===== src/rtl/xram_bus_master.sv =====
// Command-driven byte bus master: turns a (wr, addr, len) command into len+1
// single-beat bus transfers, one handshaked response per beat.
module xram_bus_master #(
    parameter int TIMEOUT = 255
) (
    input  logic        clk,
    input  logic        rst,
    input  logic        cmd_valid,
    output logic        cmd_ready,
    input  logic        cmd_wr,
    input  logic [15:0] cmd_addr,
    input  logic [7:0]  cmd_wdata,
    input  logic [3:0]  cmd_len,
    output logic        rsp_valid,
    input  logic        rsp_ready,
    output logic [7:0]  rsp_data,
    output logic [1:0]  rsp_err,
    output logic        rsp_last,
    output logic        stb,
    output logic        wr,
    output logic [15:0] addr,
    output logic [7:0]  data_out,
    input  logic [7:0]  data_in,
    input  logic        ack,
    input  logic        in_addr_range,
    output logic        busy
);

    localparam logic [1:0] S_IDLE = 2'd0;
    localparam logic [1:0] S_REQ  = 2'd1;
    localparam logic [1:0] S_RESP = 2'd2;

    localparam logic [1:0] ERR_OK  = 2'b00;
    localparam logic [1:0] ERR_DEC = 2'b01;
    localparam logic [1:0] ERR_TMO = 2'b10;

    localparam logic [7:0] TMO_LAST = 8'(TIMEOUT - 1);

    logic [1:0] state;
    logic       alive;    // holds cmd_ready low until the first edge after reset
    logic [3:0] remain;
    logic [7:0] tmo_cnt;

    assign cmd_ready = alive && (state == S_IDLE);
    assign stb       = (state == S_REQ);
    assign rsp_valid = (state == S_RESP);
    assign busy      = (state != S_IDLE);

    always_ff @(posedge clk or negedge rst) begin
        if (!rst) begin
            state    <= S_IDLE;
            alive    <= 1'b0;
            wr       <= 1'b0;
            addr     <= 16'h0000;
            data_out <= 8'h00;
            remain   <= 4'd0;
            tmo_cnt  <= 8'd0;
            rsp_data <= 8'h00;
            rsp_err  <= ERR_OK;
            rsp_last <= 1'b0;
        end else begin
            alive <= 1'b1;
            case (state)
                S_IDLE: begin
                    if (cmd_valid && cmd_ready) begin
                        wr       <= cmd_wr;
                        addr     <= cmd_addr;
                        data_out <= cmd_wdata;
                        remain   <= cmd_len;
                        tmo_cnt  <= 8'd0;
                        state    <= S_REQ;
                    end
                end
                S_REQ: begin
                    tmo_cnt <= tmo_cnt + 8'd1;
                    // ack beats decode error beats timeout; range is only
                    // looked at on the first cycle of the beat
                    if (ack) begin
                        rsp_err  <= ERR_OK;
                        rsp_data <= wr ? 8'h00 : data_in;
                        rsp_last <= (remain == 4'd0);
                        state    <= S_RESP;
                    end else if (tmo_cnt == 8'd0 && !in_addr_range) begin
                        rsp_err  <= ERR_DEC;
                        rsp_data <= 8'h00;
                        rsp_last <= 1'b1;
                        state    <= S_RESP;
                    end else if (tmo_cnt == TMO_LAST) begin
                        rsp_err  <= ERR_TMO;
                        rsp_data <= 8'h00;
                        rsp_last <= 1'b1;
                        state    <= S_RESP;
                    end
                end
                S_RESP: begin
                    // errors force rsp_last, so !rsp_last means "more beats, no error"
                    if (rsp_ready) begin
                        if (!rsp_last) begin
                            addr    <= addr + 16'd1;
                            remain  <= remain - 4'd1;
                            tmo_cnt <= 8'd0;
                            state   <= S_REQ;
                        end else begin
                            state <= S_IDLE;
                        end
                    end
                end
                default: state <= S_IDLE;
            endcase
        end
    end

endmodule


===== config.mk =====
export PLATFORM = sky130hd
export DESIGN_NAME = xram_bus_master
export DESIGN_NICKNAME = d
export VERILOG_FILES = /design/src/rtl/xram_bus_master.sv
export SDC_FILE = /design/constraint.sdc
export NUM_CORES = 1
export LEC_CHECK = 0
export CORE_UTILIZATION = 41
export DETAILED_ROUTE_END_ITERATION = 6
export PLACE_DENSITY = 0.81
export SYNTH_ARGS = -nofsm -noshare
export SYNTH_HDL_FRONTEND = slang
export SYNTH_SLANG_ARGS = --single-unit

===== constraint.sdc =====
create_clock -name clk -period 2.4 [get_ports clk]
set_input_delay 0.36 -clock clk [delete_from_list [all_inputs] [get_ports clk]]
set_output_delay 0.36 -clock clk [all_outputs]
set_load 0.05 [all_outputs]

# Word level (Yosys, flattened, before mapping)
# Index checks and enable logic that the tools add are counted.
dict set report totals {
  ff_bits 51
  inputBits 43
}
dict set report classes {
  eq_ne 7
  addsub 3
  n_reduce_logical 16
  muxes 28
}
# cell n
set op_table {}
lappend op_table {{$mux W8} 7}
lappend op_table {{$mux W16} 3}
lappend op_table {{$pmux W16 S2} 1}
lappend op_table {{$pmux W8 S3} 1}
lappend op_table {{$add A16 B1 Y16 const B} 1}
lappend op_table {{$mux W2} 7}
lappend op_table {{$mux W4} 3}
lappend op_table {{$add A8 B1 Y8 const B} 1}
lappend op_table {{$eq A8 B8 Y1 const B} 1}
lappend op_table {{$logic_not A8 Y1} 1}
lappend op_table {{$pmux W4 S2} 1}
lappend op_table {{$reduce_and A4 Y1} 2}
lappend op_table {{$pmux W2 S3} 1}
lappend op_table {{$reduce_bool A3 Y1} 2}
lappend op_table {{$logic_not A4 Y1} 1}
lappend op_table {{$mux W1} 4}
lappend op_table {{$ne A2 B1 Y1 const B} 2}
lappend op_table {{$ne A4 B1 Y1 const B} 1}
lappend op_table {{$reduce_and A2 Y1} 2}
lappend op_table {{$reduce_bool A2 Y1} 2}
lappend op_table {{$sub A4 B1 Y4 const B} 1}
lappend op_table {{$logic_and A1 B1 Y1} 3}
lappend op_table {{$reduce_and A3 Y1} 1}
lappend op_table {{$eq A2 B1 Y1 const B} 1}
lappend op_table {{4 further kinds} 4}

# Longest topological paths before layout
dict set report logic_depth {
  word_depth 5
  ltp_mapped 8
  ltp_nobuf 6
}

# Worst setup path before layout
# No wires, ideal clock.
dict set report synth_timing {
  kind {register -> output}
  from {reg state[1]}
  to {out cmd_ready}
  arrival_ps 1594
  setup_slack_ps 446
  n_path_buf 1
  path_stages_with_launch 4
  path_cell_list {dfrtp_1 buf_2 or2_2 nor2_1}
}
dict set report synth_via {
  elab_chain_cells 2
}
# element line_no
set synth_rtl {}
lappend synth_rtl {{from (decl)} 39} ;# logic [1:0] state;
lappend synth_rtl {{from (signal assigned)} 51} ;# state <= S_IDLE;
lappend synth_rtl {{from (signal assigned)} 71} ;# state <= S_REQ;
lappend synth_rtl {{from (signal assigned)} 82} ;# state <= S_RESP;
lappend synth_rtl {{$logic_not A2 Y1} 44} ;# assign cmd_ready = alive && (state == S_IDLE);
lappend synth_rtl {{$logic_and A1 B1 Y1} 44}
lappend synth_rtl {{to (decl)} 9} ;# output logic cmd_ready,
# No other way between the ends.

# Worst setup path in the final report
dict set report layout_timing {
  from {reg state[1]}
  to {out busy}
}
dict set report layout_via {
  elab_chain_cells 1
}
# element line_no
set layout_rtl {}
lappend layout_rtl {{$reduce_bool A2 Y1} 47} ;# assign busy = (state != S_IDLE);
lappend layout_rtl {{to (decl)} 26} ;# output logic busy
# No other way between the ends.

==> reports/qor.txt <==
Status - completed
Post-synth EDFFs - 0
Antenna violations before repair - 0
Sw Pwr - 2.55 mW
Synth unique cells - 53
Max Slew Vio Count - 0
Yosys reg bits - 51
Max Cap Violations - 0
Final Skew - 0.0113 ns
RSZ-0062 raised after global routing - false
Slew margin rel. - 56.9%
Clk Latency, worst-skew pair - 0.31 ns
Cells after Synth - 265
Final net count - 396
Vias in the first global route - 2354
TritonCTS clock tree - built
# resized after CTS - 0
Placer Congestion - 0.889
Req. time, crit path - 2.04 ns
Synth top area share - 48.7%
Pint - 2.50 mW
Area leader, netlist - dfrtp_1
Synthesized net count - 313
P&R area growth vs syn - 38.8%
GRT overflow - 0
Design Power - 5.04 mW
Critical path startpoint category - flip-flop
CP arrival - 1.82 ns
DRC viols - 0
Clock-pin slew on the worst setup and hold paths - 0.11 ns
Site Rows - 28
I/O pin total - 83
Ys async rst share - 100%
Seq/Total Area, Yosys - 48.7%
Top cells by count, synth - dfrtp_1, nand2_1, a21oi_1
Die Span Y - 81.9 microns
Largest net degree at the start of global routing - 52
DRT iter0 DRCs - 171
Comb power frac - 58.4%
CTS Buf Count - 5
Switch share - 50.5%
Dpl hpwl - 4.81 mm
Die W - 81.9 microns
Crit share post-route - 91.0%
Initial Util - 43.5%
Mapped Avg Cell Area - 9.88 sq um
CP Capture Type - output port
CTS max path bufs - 2
First-pass GRT wire length - 11.1 mm
Peak supply drop - 0.722 mV
H-Tree Depth - 2
Drt first pass iters - 6
Power per cell area - 1390 nW/um^2
Core ar. - 6030 sq um
YS warnings - 0
Tmin final - 2.18 ns
Fillers - 527
Drt wl/cell - 15.8 microns
Hold crit path type - in -> async
Final setup fails - 0
Clock Power Share - 10.6%
Gr usage total - 21.5%
Routed via count - 2415
Register share of total power - 31.0%
Total negative slack - 0 ns
Dominant cell by count in the synthesized netlist - dfrtp_1
Postcts setup bufs - 0
Post-Syn Area - 2620 sq um
Top area cells in the synthesized netlist - dfrtp_1, mux2_2, a21oi_1, nand2_1, a22o_1
Ys flop type - dfrtp_1
Ant diodes - 0
Critical path type - reg -> out
Mean number of vias per cell - 5.70
TritonCTS Sinks - 51
Share of layout cells above drive strength 1 - 10.3%
Leak Pwr - 1.56 nW
DRT antenna net count - 0
Routed wire length - 6.72 mm
Slew @ Worst Pin - 0.647 ns
Max Freq - 0.458 GHz
Root Buffer - clkbuf_8
Port buffer count - 82
Die ar. - 6710 sq um
Hold Buf Count CTS - 0
CP Max Fanout - 10
Final hold vios - 0
## power groups by stage
| stage | registers, mW | logic, mW | clock network (mW) |
|---|---|---|---|
| floorplan | 2.40 | 1.11 | 0 |
| global placement | 1.55 | 2.90 | 0 |
| detailed placement | 1.57 | 2.95 | 0 |
| CTS | 1.56 | 2.96 | 0.545 |
| global route | 1.62 | 3.15 | 0.586 |
| finish | 1.56 | 2.95 | 0.533 |
## final timing paths
kind	slack (ns)	start	endpoint	depth (start not counted)
setup / recovery	0.22	state[1]	busy	2
hold / removal	0.15	rst	addr[9]	2
setup reg to reg	0.31	tmo_cnt[0]	rsp_data[4]	6
hold reg to reg	0.51	rsp_err[0]	rsp_err[0]	1
max in group asynchronous	1.81	rst	addr[1]	2
min in group clk	0.51	rsp_err[0]	rsp_err[0]	1
## layout make-up
class                           count  area (sq um)  share of cell area (%)
Inverter                           12          45.0                    1.24
Timing Repair Buffer               91           898                    24.7
Sequential cell                    51          1280                    35.1
Tap cell                           75          93.8                    2.58
Clock inverter                      3          26.3                   0.723
Clock buffer                        5          68.8                    1.89
Multi-Input combinational cell    187          1230                    33.7
## per-layer routing
metal | track usage [%] | wire, microns | vias to the layer above | share of wire (%)
met5 | 0 | 0 | - | 0
met4 | 5.96 | 67 | 0 | 1.0
met3 | 4.00 | 340 | 8 | 5.1
met2 | 34.3 | 3350 | 87 | 50
met1 | 29.8 | 2960 | 1172 | 44
li1 | - | - | 1148 | -
## state kept, by name, indices dropped and copies added (netlist names)
name	flops
rsp_err	2
state	2
rsp_last	1
data_out	8
wr	1
addr	16
alive	1
rsp_data	8
remain	4
tmo_cnt	8
## logic make-up (layout without fill, tap and decap cells)
logic type | after synthesis | count (layout) | share of synthesized area [%]
adder cells (fa/ha/maj) | 5 | 5 | 2.39
multiplexers | 10 | 10 | 4.25
AO/OA/AOI/OAI | 85 | 85 | 22.2
flip-flops | 51 | 51 | 48.7
buffers and inverters | 27 | 111 | 4.44
AND/OR/NAND/NOR | 83 | 83 | 16.9
XOR/XNOR | 3 | 3 | 1.00
other | 1 | 1 | 0.143
## cell usage in the layout (no fill, tap or decap), drive strengths merged, types with 6 or more instances in the layout
cell | netlist | layout
o21ai | 14 | 14
dfrtp | 51 | 51
nand2 | 23 | 23
nand3 | 10 | 10
mux2 | 9 | 9
nand4 | 7 | 7
a21oi | 20 | 20
and3 | 6 | 6
buf | 7 | 11
inv | 12 | 14
o211ai | 7 | 7
clkdlybuf4s50 | 0 | 78
nor2 | 16 | 16
a22o | 9 | 9
## stage by stage
stage	cells	hold slack, ns	setup WS [ns]	util (%)	cell area (sq um)
after detailed placement	416	0.474	0.203	58.7	3530
after global routing	424	0.211	0.163	60.3	3630
after floorplan	265	0.0644	0.446	-	2620
after CTS	424	0.179	0.00594	60.2	3630
final	424	0.146	0.215	60.3	3630
after global placement	416	0.469	0.227	58.7	3530
## worst max-delay path: stages, from the launching register on
cell and delay (ns):
dfrtp_1 0.49, or2_2 0.32, clkdlybuf4s50_1 0.71
Note: power is estimated with default switching activity, not from simulation.
